==> src/rtl/rc_tx_pkg.sv <==
// Shared constants and types for the RC servo pulse transmitter.
// Pulse widths are kept in whole microseconds and scaled to clock ticks by the timebase.
package rc_tx_pkg;
  localparam int FRAME_US     = 20000;
  localparam int MIN_PULSE_US = 1000;
  localparam int US_PER_LSB   = 4;
  localparam int NUM_CH       = 4;
  localparam int US_CNT_W     = 15;

  typedef logic [10:0]         pulse_us_t;
  typedef logic [US_CNT_W-1:0] us_cnt_t;
  typedef logic [7:0]          ch_val_t;

  // 1000 + 4*v tops out at 2020 us, which fits in 11 bits with no overflow
  function automatic pulse_us_t pulse_width(input ch_val_t v);
    return pulse_us_t'(MIN_PULSE_US) + pulse_us_t'(v) * pulse_us_t'(US_PER_LSB);
  endfunction
endpackage

==> src/rtl/rc_pulse_transmitter_if.sv <==
// Command handshake between the flight controller and the pulse transmitter.
interface rc_pulse_transmitter_if;
  logic        cmd_valid;
  logic        cmd_ready;
  logic [31:0] cmd_data;

  modport master (output cmd_valid, output cmd_data, input  cmd_ready);
  modport slave  (input  cmd_valid, input  cmd_data, output cmd_ready);
endinterface

==> src/rtl/rc_us_timebase.sv <==
// Microsecond prescaler and 20 ms frame counter; both held at zero while disabled
// so the first enabled cycle is always a frame boundary.
module rc_us_timebase
  import rc_tx_pkg::*;
#(
  parameter int TICKS_PER_US = 12
) (
  input  logic    clk,
  input  logic    rst_n,
  input  logic    enable,
  output logic    us_tick,
  output us_cnt_t us_cnt,
  output logic    boundary
);
  localparam logic [7:0] PRESC_MAX = 8'(TICKS_PER_US - 1);
  localparam us_cnt_t    US_MAX    = us_cnt_t'(FRAME_US - 1);

  logic [7:0] presc;

  assign us_tick  = enable && (presc == PRESC_MAX);
  assign boundary = enable && (presc == '0) && (us_cnt == '0);

  always_ff @(posedge clk or negedge rst_n) begin
    if (!rst_n) begin
      presc  <= '0;
      us_cnt <= '0;
    end else if (!enable) begin
      presc  <= '0;
      us_cnt <= '0;
    end else if (us_tick) begin
      presc  <= '0;
      us_cnt <= (us_cnt == US_MAX) ? '0 : us_cnt + 1'b1;
    end else begin
      presc  <= presc + 1'b1;
    end
  end
endmodule

==> src/rtl/rc_pulse_transmitter.sv <==
// Four-channel RC servo PWM generator with a one-deep command staging buffer
// that is committed to the active widths only at frame boundaries.
module rc_pulse_transmitter
  import rc_tx_pkg::*;
#(
  parameter int TICKS_PER_US = 12
) (
  input  logic                    clk,
  input  logic                    rst_n,
  input  logic                    enable,
  rc_pulse_transmitter_if.slave   cmd,
  output logic [NUM_CH-1:0]       pwm_out,
  output logic                    frame_start
);
  us_cnt_t us_cnt;
  logic    us_tick;
  logic    boundary;
  logic    unused_tick;

  rc_us_timebase #(.TICKS_PER_US(TICKS_PER_US)) u_timebase (
    .clk      (clk),
    .rst_n    (rst_n),
    .enable   (enable),
    .us_tick  (us_tick),
    .us_cnt   (us_cnt),
    .boundary (boundary)
  );
  assign unused_tick = us_tick;

  logic [NUM_CH-1:0][7:0] staging;
  logic [NUM_CH-1:0][7:0] active;
  logic [NUM_CH-1:0][7:0] active_nxt;
  logic                   staged_full;
  logic                   accept;
  logic                   load;
  logic [NUM_CH-1:0]      pwm_nxt;

  assign cmd.cmd_ready = ~staged_full;
  assign accept        = cmd.cmd_valid & ~staged_full;
  // accept needs an empty buffer and load a full one, so a command taken in the
  // boundary cycle waits in staging for the next frame
  assign load          = boundary & staged_full;
  assign active_nxt    = load ? staging : active;

  always_ff @(posedge clk or negedge rst_n) begin
    if (!rst_n) begin
      staging     <= '0;
      staged_full <= 1'b0;
      active      <= '0;
    end else begin
      if (accept) begin
        staging     <= cmd.cmd_data;
        staged_full <= 1'b1;
      end else if (load) begin
        staged_full <= 1'b0;
      end
      active <= active_nxt;
    end
  end

  // Compare against active_nxt so the boundary cycle already sees the new width
  for (genvar k = 0; k < NUM_CH; k++) begin : g_ch
    pulse_us_t width;
    assign width      = pulse_width(active_nxt[k]);
    assign pwm_nxt[k] = enable && (us_cnt < us_cnt_t'(width));
  end

  always_ff @(posedge clk or negedge rst_n) begin
    if (!rst_n) begin
      pwm_out     <= '0;
      frame_start <= 1'b0;
    end else begin
      pwm_out     <= pwm_nxt;
      frame_start <= boundary;
    end
  end

  a_fs_single: assert property (@(posedge clk) disable iff (!rst_n)
    frame_start |=> !frame_start);
  a_off_low: assert property (@(posedge clk) disable iff (!rst_n)
    !enable |=> (pwm_out == '0) && !frame_start);
endmodule

==> src/flat_wrapper.sv <==
// flat-port wrapper written by rule: the top's interface ports become plain ports
module rc_pulse_transmitter_flat import rc_tx_pkg::*;
#(
  parameter int TICKS_PER_US = 12
)
  (clk, rst_n, enable, pwm_out, frame_start, cmd_cmd_valid, cmd_cmd_data, cmd_cmd_ready);
  rc_pulse_transmitter_if cmd_i ();
  input  logic clk;
  input  logic rst_n;
  input  logic enable;
  output logic [NUM_CH-1:0] pwm_out;
  output logic frame_start;
  input wire logic [$bits(cmd_i.cmd_valid)-1:0] cmd_cmd_valid;
  input wire logic [$bits(cmd_i.cmd_data)-1:0] cmd_cmd_data;
  output wire logic [$bits(cmd_i.cmd_ready)-1:0] cmd_cmd_ready;
  assign cmd_i.cmd_valid = cmd_cmd_valid;
  assign cmd_i.cmd_data = cmd_cmd_data;
  assign cmd_cmd_ready = cmd_i.cmd_ready;
  rc_pulse_transmitter #(.TICKS_PER_US(TICKS_PER_US)) u_core (.clk(clk), .rst_n(rst_n), .enable(enable), .cmd(cmd_i), .pwm_out(pwm_out), .frame_start(frame_start));
endmodule
==> config.mk <==
export PLATFORM = sky130hd
export DESIGN_NAME = rc_pulse_transmitter_flat
export DESIGN_NICKNAME = d
export VERILOG_FILES = /design/src/rtl/rc_tx_pkg.sv /design/src/rtl/rc_pulse_transmitter_if.sv /design/src/rtl/rc_us_timebase.sv /design/src/rtl/rc_pulse_transmitter.sv /design/src/flat_wrapper.sv
export SDC_FILE = /design/constraint.sdc
export NUM_CORES = 1
export LEC_CHECK = 0
export CAP_MARGIN = 10
export CORE_ASPECT_RATIO = 1.1
export CORE_MARGIN = 1
export CORE_UTILIZATION = 57
export CTS_CLUSTER_DIAMETER = 40
export DETAILED_ROUTE_END_ITERATION = 7
export PLACE_DENSITY = 0.84
export RECOVER_POWER = 25
export SYNTH_ARGS = -nofsm -noshare
export SYNTH_HDL_FRONTEND = slang
export SYNTH_HIERARCHICAL = 1
export SYNTH_SLANG_ARGS = --single-unit
export TNS_END_PERCENT = 10
==> constraint.sdc <==
create_clock -name clk -period 4.45 [get_ports clk]
set_clock_uncertainty 0.05 [all_clocks]
set_input_delay 1.1125 -clock clk [delete_from_list [all_inputs] [get_ports clk]]
set_output_delay 1.1125 -clock clk [all_outputs]
set_load 0.01 [all_outputs]
==> key figures <==
Final layout
  • Area grow syn2layout: 12.0%
  • Post-route cell area: about 6000 um^2
  • Commonest non-fill, non-tap cell in the layout: dfrtp_1
  • Antenna Cells: 0
  • Multi-input gate area: approximately 2900 um^2
  • Filler cell count: about 750
  • Most frequent cells in the layout: dfrtp_1, nand2_1, clkdlybuf4s50_1, ha_1, mux2_2
  • Fin nets: roughly 640
  • Layout cell share with drive strength beyond 1: 16.0%
  • Register Area: about 2300 um^2

Synth
  • YS warnings: 6
  • Synthesized area per cell: roughly 10 um^2
  • Cell count after synthesis: 525
  • Syn Nets: between 600 and 700
  • Area of the mapped netlist: roughly 5500 um^2

Clocking
  • Worst-skew pair later-pin latency: approximately 370 ps
  • Post-CTS resize count: 0
  • H-tree lvl count: 3
  • CTS tree: yes
  • Root Driver: clkbuf_8
  • Clk slew on worst S/H paths: around 90 ps
  • CTS Buf Count: 9
  • Clock Path Buffers: 2
  • # hold bufs at CTS: 0
  • Clock sinks: 93
  • Post-CTS Setup Repair Bufs: 0

Worst setup path
  • Critical path startpoint category: input port
  • Cells along the critical path: clkdlybuf4s50_1 -> nor4b_1 -> nand4_1 -> nor2_2 -> buf_4 -> nor4bb_1 -> nor2_1 -> nor3_2 -> xnor2_1 -> ha_1 -> a21oi_1 -> nor2b_1 -> o21ai_0 -> o211a_1
  • Critical Path Max Stage Delay: 490 ps
  • Critical Path RT: between 4000 and 5000 ps
  • Crit. End Element: register
  • Worst Path Max Fanout: 25
  • Register-to-Register Setup Slack: roughly 830 ps
  • Critical path class: in -> reg
  • Crit path DAT: around 4400 ps
  • WP buf/inv: 2
  • Critical path's top delay family: simple AND/OR/NAND/NOR gates
  • CP max stage cell: clkdlybuf4s50_1

Timing
  • Slew HR: -17.8%
  • Worst slew pin tran: ~1800 ps
  • Final Slew Violations: a little over 70
  • Setup TNS Final: 0 ps
  • RSZ-0062 raised after global routing: no
  • Final Setup Violations: 0
  • Max Fclk: 245 MHz
  • Min cycle time layout: just over 4000 ps
  • Hold Fails Final Rpt: 0
  • Period utilisation layout: ~92%

GRT
  • Vias in the first global route: 4362
  • Initial antenna violation count: 0
  • Gr ovfl total: 0
  • First-pass GRT wire length: 20000 um
  • Largest net degree at the start of global routing: 72
  • Overall routing resource usage: a little over a quarter

Placed design
  • Placed inst area: 5920 um^2
  • Final Wtd Congestion: around 0.86
  • Post-DP HPWL: roughly 8000 um
  • Input/output buffers: approximately 40

Routing
  • Drc violations: 0
  • Wire per inst: between 15 and 20 um
  • Routed vias: a little over 4000
  • Initial DRC count: approximately 190
  • Total wire length: ~12000 um
  • Antenna Nets Post-Route: 0
  • DR pass1 iterations: 4
  • Via/cell ratio: 6.01

Die
  • Initial Util: 58.6%
  • Die area: 9960 um^2
  • Core ar.: 9310 um^2
  • # IOs: between 40 and 50
  • FP Rows: 37
  • Die Ht: 105 um
  • Die Width: 95.2 um

Flow run
  • Max Cap Viol: 1

Power and ir drop
  • Max IR drop VDD: ~0.21 mV
  • Power Density: ~520 nW/um^2
  • Lkg Pwr: 2.70 nW

Status
  • Run status: complete, but fails checks
  • Violated checks: capacitance limit, slew limit

Hold path
  • Worst min-delay path class: reg -> reg
[state kept, by name (all words and copies together) (netlist names)]
signal                    count
u_core/u_timebase/presc       8
u_core/staging               32
u_core/pwm_out                4
u_core/frame_start            1
u_core/u_timebase/us_cnt     15
u_core/active                32
u_core/staged_full            1
[final timing paths]
check	from	to	cells past startpoint
worst max register to register	u_core/u_timebase/us_cnt[7]	u_core/pwm_out[2]	13
min in group asynchronous	rst_n	u_core/active[19]	1
worst min-delay path	u_core/active[8]	u_core/active[8]	2
worst max-delay path	enable	u_core/pwm_out[2]	14
max in group asynchronous	rst_n	u_core/active[20]	2
worst min register to register	u_core/active[8]	u_core/active[8]	2
[power by group]
group,switching [W],internal [W],total [W]
clock network,0.000294,0.000259,0.000553
registers,0.000201,0.00113,0.00133
logic,0.000677,0.000627,0.00130
[layout make-up]
cell class                 instances  share of cell area [%]
tap                              117                    2.40
clock buffer                      10                    2.09
timing repair buffer              48                    7.50
sequential                        93                    38.1
multi-input combinational        398                    48.1
clock inverter                     6                    1.05
inverter                          12                   0.738
[worst reg2reg max path: cells and delay by family (launching register included)]
kind            cells  cell delay (ps)
compound gates      3              510
xor+xnor            1              150
fa+ha+maj           1              270
buf+inv             1              360
flops               1              570
simple gates        7             1670
[metrics by stage]
| step | power, W | hold WS [ps] | setup WS, ps | std cells | utilization, % |
|---|---|---|---|---|---|
| 2_1_floorplan | 0.00232 | 396 | 760 | 525 | - |
| 3_3_place_gp | 0.00254 | 407 | 198 | 668 | 63.6 |
| 3_5_place_dp | 0.00264 | 421 | 39.9 | 668 | 63.6 |
| 4_1_cts | 0.00321 | 442 | 419 | 684 | 65.6 |
| 5_1_grt | 0.00346 | 488 | 121 | 684 | 65.6 |
| 6_report | 0.00319 | 438 | 361 | 684 | 65.6 |
[layer usage]
metal / part of all wire [%] / vias up / GRT usage, %
li1: - / 1967 / -
met1: 43 / 2035 / 33.1
met2: 51 / 90 / 43.5
met3: 4.1 / 19 / 2.91
met4: 1.9 / 0 / 12.8
met5: 0 / - / 0
Power figures use the tool's default switching activity.
==> RTL edit (config.mk and constraints unchanged) <==
`US_CNT_W`: 15 -> 17.
--- a/src/rtl/rc_tx_pkg.sv
+++ b/src/rtl/rc_tx_pkg.sv
@@ -7,3 +7,3 @@
   localparam int NUM_CH       = 4;
-  localparam int US_CNT_W     = 15;
+  localparam int US_CNT_W     = 17;
 
Function: no difference found for any inputs over 10 cycles, from zero or initial values and one cycle with rst_n low; that may be too few to reach the edited logic, so the function may still have changed.
==> RTL edit against the original RTL <==
- the flow still finishes with violations (max-capacitance violations, max-slew violations)
- setup slack worse by 0.032 ns
- critical path type unchanged
- via count is 0.54% higher
- synthesized cell count is 1.1% lower
- largest cell class unchanged
- routed wire length is 1.4% higher
- largest power group unchanged
- design area is 0.43% higher
- synthesized area is 0.64% lower
- sequential cell count is 2 higher
- power is 2.5% lower
==> RTL edit: results (changes against the original RTL) <==
stage	metric	value	unit	change
routing	routed via count	4133		was 4111
power_and_ir_drop	Pleak	2.808	nW	was 2.695 nW
status	outcome	finished, violations left		unchanged
placement	Placement Cell Area	0.005964	sq mm	was 0.005916 sq mm
routing	final WL	12020	microns	was 11860 microns
cells_and_area	biggest registers after layout	u_core/active: 32 flops, u_core/staging: 32 flops, u_core/u_timebase/us_cnt: 17 flops		was u_core/active: 32 flops, u_core/staging: 32 flops, u_core/u_timebase/us_cnt: 15 flops
cells_and_area	clock-cell share of area	2.816	%	was 3.136%
global_route	first-pass GRT wire length	19690	microns	was 19990 microns
routing	Iteration-0 DRC Markers	236		was 185
cells_and_area	share of layout cells above drive strength 1	15.37	%	was 16.05%
cells_and_area	nonclk buf count	53		was 48
global_route	largest net degree at the start of global routing	77		was 72
setup_path	CP arrival	4.33	ns	was 4.35 ns
yosys	total nets after synthesis	595		was 601
worst_hold_path	HP Class	reg2reg		unchanged
routing	TritonRoute pass-1 iters	5		was 4
yosys	Cells after Synth	519		was 525
routing	via density per instance	6.078		was 6.010
routing	post-route met1 wirelength	5049	microns	was 5109 microns
placement	placed cell count	664		was 668
routing	detailed-routed wire length on met3	658	microns	was 483 microns
cells_and_area	Final nets	637		was 638
routing	Routed met2 length	6034	microns	was 6045 microns
power_and_ir_drop	Max VDD drop	0.2051	mV	was 0.2126 mV
run	max_cap viols	1		unchanged
global_route	vias in the first global route	4226		was 4362
clock_tree	TritonCTS Sinks	95		was 93
placement	IO Port Bufs	41		unchanged
cells_and_area	Non-CTS inverters	16		was 12
cells_and_area	multi-input logic portion of the cell area	46.67	%	was 48.10%
clock_tree	post-CTS setup buffer count	0		unchanged
sta	Max Transition Viols Final	77		was 72
global_route	M3 GR Usage	4.386	%	was 2.911%
sta	max_slew headroom	-21.89	%	was -17.81%
status	failing checks	max-capacitance violations, max-slew violations		unchanged
setup_path	CP max-delay cell	clkdlybuf4s50_1		unchanged
setup_path	CP delay by family, top	simple AND/OR/NAND/NOR gates		unchanged
placement	Post-Place Setup Slack	0.06120	ns	was 0.03990 ns
placement	hpwl dp	8347	microns	was 8130 microns
cells_and_area	# fillers	692		was 745
global_route	met1 global-route usage	32.87	%	was 33.06%
setup_path	crit-path max FO	20		was 25
cells_and_area	non-clk buf share	8.429	%	was 7.502%
cells_and_area	area taken by multi-input logic gates	0.002861	sq mm	was 0.002937 sq mm
placement	RePlAce Congestion	0.8503		was 0.8607
power_and_ir_drop	internal power	0.001957	W	was 0.002018 W
global_route	GR Util met2	43.27	%	was 43.47%
cells_and_area	comb_multi_in	386		was 398
clock_tree	CTS resizes	0		unchanged
cells_and_area	register area	0.002377	sq mm	was 0.002327 sq mm
global_route	GRT Overall Usage	25.84	%	was 26.05%
[RTL edit: power by group through the flow]
stage | sequential, W | combinational, W | clock, W
floorplan | 0.00126 | 0.000968 | 0
global placement | 0.00130 | 0.00120 | 0
detailed placement | 0.00132 | 0.00127 | 0
CTS | 0.00131 | 0.00129 | 0.000527
global route | 0.00134 | 0.00143 | 0.000561
finish | 0.00131 | 0.00129 | 0.000512
[RTL edit: path summary, 6_finish.rpt]
check                           slack, ns                         from  depth (start not counted)                          to
worst max-delay path                 0.33                       enable                         14           u_core/pwm_out[3]
worst min-delay path                 0.44   u_core/u_timebase/presc[0]                          1  u_core/u_timebase/presc[0]
worst max register to register       0.74  u_core/u_timebase/us_cnt[6]                         13           u_core/pwm_out[3]
worst min register to register       0.44   u_core/u_timebase/presc[0]                          1  u_core/u_timebase/presc[0]
max in group asynchronous            2.03                        rst_n                          2          u_core/staging[20]
min in group asynchronous            1.18                        rst_n                          1          u_core/staging[29]
